**config.mk**
```make
export PLATFORM = sky130hd
export DESIGN_NAME = fetch_stage
export DESIGN_NICKNAME = d
export VERILOG_FILES = /design/src/rtl/fetch_stage_pkg.sv /design/src/rtl/fetch_stage_if_id_reg.sv /design/src/rtl/fetch_stage.sv
export SDC_FILE = /design/constraint.sdc
export NUM_CORES = 1
export LEC_CHECK = 0
export BUFFER_PORTS_ARGS = -buffer_cell sky130_fd_sc_hd__buf_4
export CORE_MARGIN = 8
export CORE_UTILIZATION = 35
export CTS_CLUSTER_DIAMETER = 30
export CTS_CLUSTER_SIZE = 14
export DETAILED_ROUTE_END_ITERATION = 16
export PLACE_DENSITY = 0.65
export SLEW_MARGIN = 20
export SYNTH_ARGS = -nofsm -noshare
export SYNTH_HDL_FRONTEND = slang
export SYNTH_SLANG_ARGS = --single-unit
```
**constraint.sdc**
```tcl
create_clock -name clk -period 8.4 [get_ports clk]
set_input_delay 0.84 -clock clk [delete_from_list [all_inputs] [get_ports clk]]
set_output_delay 0.84 -clock clk [all_outputs]
set_load 0.1 [all_outputs]
```
**src/rtl/fetch_stage_pkg.sv**
```systemverilog
// Shared constants and fetch FSM encoding for the instruction-fetch stage.
package fetch_stage_pkg;

  localparam int ADDR_W_DEF  = 32;
  localparam int INSTR_W_DEF = 32;
  localparam int PC_INC      = 4;
  localparam logic [INSTR_W_DEF-1:0] NOP_INSTR_DEF = '0;

  typedef enum logic [1:0] {
    FETCH   = 2'd0,
    HOLD    = 2'd1,
    DISCARD = 2'd2
  } fetch_state_t;

endpackage

```
**src/rtl/fetch_stage_if_id_reg.sv**
```systemverilog
// IF/ID pipeline register: flush beats freeze, freeze beats load, otherwise a bubble is inserted.
module fetch_stage_if_id_reg
  import fetch_stage_pkg::*;
#(
  parameter int ADDR_W = ADDR_W_DEF,
  parameter int INSTR_W = INSTR_W_DEF,
  parameter logic [INSTR_W-1:0] NOP_INSTR = INSTR_W'(NOP_INSTR_DEF)
) (
  input  logic               clk,
  input  logic               rst,
  input  logic               flush,
  input  logic               freeze,
  input  logic               load,
  input  logic [ADDR_W-1:0]  pc_in,
  input  logic [INSTR_W-1:0] instr_in,
  output logic [ADDR_W-1:0]  pc,
  output logic [INSTR_W-1:0] instr,
  output logic               valid
);

  always_ff @(posedge clk or posedge rst) begin
    if (rst) begin
      pc    <= '0;
      instr <= NOP_INSTR;
      valid <= 1'b0;
    end else if (flush) begin
      instr <= NOP_INSTR;
      valid <= 1'b0;
    end else if (freeze) begin
      pc    <= pc;
      instr <= instr;
      valid <= valid;
    end else if (load) begin
      pc    <= pc_in;
      instr <= instr_in;
      valid <= 1'b1;
    end else begin
      instr <= NOP_INSTR;
      valid <= 1'b0;
    end
  end

endmodule

```
**src/rtl/fetch_stage.sv**
```systemverilog
// Instruction fetch with PC, hold buffer for frozen responses and redirect handling
// over a req/ready instruction memory; feeds the IF/ID register.
module fetch_stage
  import fetch_stage_pkg::*;
#(
  parameter int ADDR_W = ADDR_W_DEF,
  parameter int INSTR_W = INSTR_W_DEF,
  parameter logic [ADDR_W-1:0] RESET_PC = '0,
  parameter logic [INSTR_W-1:0] NOP_INSTR = INSTR_W'(NOP_INSTR_DEF)
) (
  input  logic               clk,
  input  logic               rst,
  input  logic               freeze,
  input  logic               branch_taken,
  input  logic [ADDR_W-1:0]  branch_address,
  output logic               imem_req,
  output logic [ADDR_W-1:0]  imem_addr,
  input  logic               imem_ready,
  input  logic [INSTR_W-1:0] imem_rdata,
  output logic [ADDR_W-1:0]  if_id_pc,
  output logic [INSTR_W-1:0] if_id_instr,
  output logic               if_id_valid,
  output logic               fetch_stall
);

  // Handshake: imem_req stays high with imem_addr stable until a cycle with
  // imem_ready=1, which retires the request and carries valid imem_rdata.
  fetch_state_t       state;
  logic [ADDR_W-1:0]  pc;
  logic [ADDR_W-1:0]  tgt;
  logic [ADDR_W-1:0]  hold_pc;
  logic [INSTR_W-1:0] hold_instr;
  logic               req_q;
  logic               rdy;
  logic [ADDR_W-1:0]  pc_plus;
  logic               load;
  logic [ADDR_W-1:0]  load_pc;
  logic [INSTR_W-1:0] load_instr;

  assign rdy     = imem_ready & req_q;
  assign pc_plus = pc + ADDR_W'(PC_INC);

  assign imem_req    = req_q;
  assign imem_addr   = pc;
  assign fetch_stall = (state == FETCH) & req_q & ~imem_ready & ~freeze & ~branch_taken;

  always_comb begin
    load       = 1'b0;
    load_pc    = pc_plus;
    load_instr = imem_rdata;
    if (state == HOLD) begin
      load       = 1'b1;
      load_pc    = hold_pc;
      load_instr = hold_instr;
    end else if (state == FETCH) begin
      load = rdy;
    end
  end

  always_ff @(posedge clk or posedge rst) begin
    if (rst) begin
      state      <= FETCH;
      pc         <= RESET_PC;
      tgt        <= '0;
      hold_pc    <= '0;
      hold_instr <= NOP_INSTR;
      req_q      <= 1'b0;
    end else begin
      req_q <= 1'b1;
      if (branch_taken) begin
        hold_pc    <= '0;
        hold_instr <= NOP_INSTR;
      end
      case (state)
        FETCH: begin
          if (branch_taken) begin
            // With nothing outstanding the redirect can take effect at once.
            if (rdy || !req_q) begin
              pc <= branch_address;
            end else begin
              tgt   <= branch_address;
              state <= DISCARD;
            end
          end else if (rdy) begin
            pc <= pc_plus;
            if (freeze) begin
              hold_pc    <= pc_plus;
              hold_instr <= imem_rdata;
              state      <= HOLD;
              req_q      <= 1'b0;
            end
          end
        end
        HOLD: begin
          if (branch_taken) begin
            pc    <= branch_address;
            state <= FETCH;
          end else if (!freeze) begin
            state <= FETCH;
          end else begin
            req_q <= 1'b0;
          end
        end
        DISCARD: begin
          // A redirect landing on the retiring cycle needs no further discard.
          if (branch_taken && rdy) begin
            pc    <= branch_address;
            state <= FETCH;
          end else if (branch_taken) begin
            tgt <= branch_address;
          end else if (rdy) begin
            pc    <= tgt;
            state <= FETCH;
          end
        end
        default: state <= FETCH;
      endcase
    end
  end

  fetch_stage_if_id_reg #(
    .ADDR_W   (ADDR_W),
    .INSTR_W  (INSTR_W),
    .NOP_INSTR(NOP_INSTR)
  ) u_if_id (
    .clk     (clk),
    .rst     (rst),
    .flush   (branch_taken),
    .freeze  (freeze),
    .load    (load),
    .pc_in   (load_pc),
    .instr_in(load_instr),
    .pc      (if_id_pc),
    .instr   (if_id_instr),
    .valid   (if_id_valid)
  );

endmodule

```
==> flow_metrics.env <==
export IMPL_status="complete, no violations"
export IMPL_cts_resized=0
export IMPL_critPathKind="input port to output port"
export IMPL_core_sq_um=27600
export IMPL_clock_path_buffers=2
export IMPL_drt_iter0_markers=770
export IMPL_ir_drop_v=0.000285
export IMPL_cp_start_kind="input port"
export IMPL_cp_arrival_ns=2.44
export IMPL_cts_buffers=17
export IMPL_final_cells=1512
export IMPL_whs_path_depth=2
export IMPL_avgViaCountPerCell=5.34
export IMPL_ys_seq_area_share_pct=50.1
export IMPL_cts_sinks=196
export IMPL_cts_clk_slew_worst_paths_ns=0.07
export IMPL_dpl_cell_area_sq_um=11300
export IMPL_total_power_mw=5.06
export IMPL_routed_wirelength_microns=28600
export IMPL_final_area_sq_um=11900
export IMPL_fmax_ghz=0.305
export IMPL_hold_path_class="flip-flop to flip-flop"
export IMPL_critPathTopFamily="buffers and inverters"
export IMPL_hold_viol=0
export IMPL_drc=0
export IMPL_gp_congestion=0.808
export IMPL_synth_warnings=0
export IMPL_postCtsSetupBuffers=0
export IMPL_first_global_vias=7870
export IMPL_rows=61
export IMPL_critPathRequiredTime_ns=7.56
export IMPL_p_per_area_nw_per_um2=425
export IMPL_mappedNetlistArea_sq_um=9790
export IMPL_ys_ff_latch=196
export IMPL_cts_hold_buffers_added=0
export IMPL_antenna_left=0
export IMPL_port_buffers=167
export IMPL_die_y_microns=183
export IMPL_min_period_over_period_pct=39.0
export IMPL_setup_violations=0
export IMPL_wire_per_inst_microns=18.9
export IMPL_cpMostUsedCell="buf_4"
export IMPL_crit_slowest_cell="nor4b_1"
export IMPL_dp_hpwl_microns=20100
export IMPL_die_w_microns=183
export IMPL_period_minus_slack_ns=3.28
export IMPL_reg2regPathDepth=8
export IMPL_clock_latency_ns=0.43
export IMPL_rsz0062_at_grt="false"
export IMPL_slew_viol_final=0
export IMPL_endpoint_kind="output port"
export IMPL_areaGrowthSynthToFinish_pct=21.4
export IMPL_grt_usage_pct=16.8
export IMPL_antenna_cells=0
export IMPL_maxCapViolCount=0
export IMPL_synth_flop_cell="dfrtp_1"
export IMPL_post_route_util_pct=43.0
export IMPL_drive_gt1_share_pct=23.8
export IMPL_slew_limit_headroom_pct=19.5
export IMPL_synth_distinct_cells=67
export IMPL_synth_cells=1006
export IMPL_nets=1197
export IMPL_setup_tns_ns=0
export IMPL_grt_pass1_wl_microns=45100
export IMPL_firstDrtPassIters=5
export IMPL_grt_max_degree=116
export IMPL_grt_overflow_total=0
export IMPL_crit_buf_inv=4
export IMPL_async_flop_share_pct=100
export IMPL_synth_edf_count=0
export IMPL_cpPeakStageDelay_ns=0.50
export IMPL_critical_path_max_fanout=31
export IMPL_cts_root_buf="clkbuf_16"
export IMPL_vias=8072
export IMPL_path_depth=6
export IMPL_antenna_found_initial=1
export IMPL_worstMarginPinSlew_ns=1.20
export IMPL_syn_num_nets=1080
export IMPL_htreeDepth=4
export IMPL_avgSynthCellArea_sq_um=9.73
export IMPL_io_pins=168
export IMPL_initial_utilization_pct=35.4
export IMPL_cts_tree="built"
export IMPL_p_leak_nw=5.24
export IMPL_crit_chain="buf_4 -> inv_1 -> buf_4 -> nand2_1 -> nor4b_1 -> buf_4"
export IMPL_dp_cells=1482
export IMPL_final_setup_skew_ns=0.00926
export IMPL_dieArea_sq_um=33600
-- path summary, 6_finish.rpt --
path | startpoint | endpoint | slack (ns)
min in group asynchronous | rst | u_if_id.instr[5]$_DFFE_PP0P_ | 0.53
max | branch_taken | fetch_stall | 5.12
min | u_if_id.instr[9]$_DFFE_PP0P_ | u_if_id.instr[9]$_DFFE_PP0P_ | 0.48
max in group asynchronous | rst | u_if_id.pc[10]$_DFFE_PP0P_ | 6.59
min reg2reg | u_if_id.instr[9]$_DFFE_PP0P_ | u_if_id.instr[9]$_DFFE_PP0P_ | 0.48
max reg2reg | state[1]$_DFFE_PP0P_ | u_if_id.pc[14]$_DFFE_PP0P_ | 5.15
-- cell type report --
type,instances,area [sq um]
flip-flops and latches,196,4900
well taps,378,473
repair buffers,179,1350
inverters,13,56.3
clock inverters,12,173
clock buffers,18,439
fillers,2781,15700
multi-input cells,716,4490
-- cell usage after synthesis, drive strengths merged (6+ instances only) --
master,instances,area [sq um]
o22ai,6,37.5
xnor2,12,105
nand4,15,124
and3,8,51.3
a311oi,6,52.6
buf,19,118
nor2b,8,50.1
a32oi,6,52.6
nor3,23,141
a22oi,7,52.6
o21ai,92,460
nor2,55,206
dfrtp,196,4900
mux2i,54,541
nand2,157,589
nand3,28,145
mux2,36,405
inv,12,45.0
and4,8,71.3
o211ai,14,110
xor2,10,87.6
a21oi,77,385
a22o,23,201
o31ai,6,45.0
clkbuf,62,253
-- cell usage in the layout (no fill, tap or decap), types with 10 or more instances in the layout --
master     count
a21oi_1       77
a22o_1        23
buf_4        178
clkbuf_16     17
dfrtp_1      196
inv_1         11
mux2_2        36
mux2i_1       54
nand2_1      157
nand3_1       26
nand4_1       13
nor2_1        55
nor3_1        18
o211ai_1      13
o21ai_0       90
xnor2_1       12
xor2_1        10
-- cell families after synthesis --
family,Yosys count,synth area share [%]
AND/OR/NAND/NOR,327,16.0
AO/OA/AOI/OAI,272,17.3
flip-flops,196,50.1
buffers and inverters,94,4.28
multiplexers,90,9.66
XOR/XNOR,22,1.97
adder cells (fa/ha/maj),5,0.639
-- flip-flops by register name, indices dropped and copies added, names as in the netlist --
register and cells:
u_if_id.valid 1, state 2, imem_addr 32, imem_req 1
hold_pc 32, tgt 32, u_if_id.instr 32, u_if_id.pc 32
hold_instr 32
-- worst min-delay path: cells and delay by family (launching register included) --
kind / cells / cell delay [ns]
flip-flops: 1 / 0.34
AO/OA/AOI/OAI: 1 / 0.06
AND/OR/NAND/NOR: 1 / 0.04
-- per-layer routing --
layer | global-route usage (%) | routed length (microns)
met4 | 3.35 | 310
met3 | 4.85 | 2070
met2 | 25.5 | 12700
met5 | 0 | 13
met1 | 23.7 | 13500
-- stage by stage --
stage | worst slack [ns] | hold slack (ns)
2_1_floorplan | 2.22 | 0.449
3_3_place_gp | 4.92 | 0.462
3_5_place_dp | 4.96 | 0.468
4_1_cts | 4.97 | 0.486
5_1_grt | 4.96 | 0.501
6_report | 5.12 | 0.482
-- power by group --
part	total (mW)	internal, mW	leakage, nW	switching (mW)
registers	1.50	1.22	2.56	0.276
clock network	0.862	0.482	0.291	0.379
logic	2.69	0.712	2.39	1.98
(Power assumes the default switching activity.)
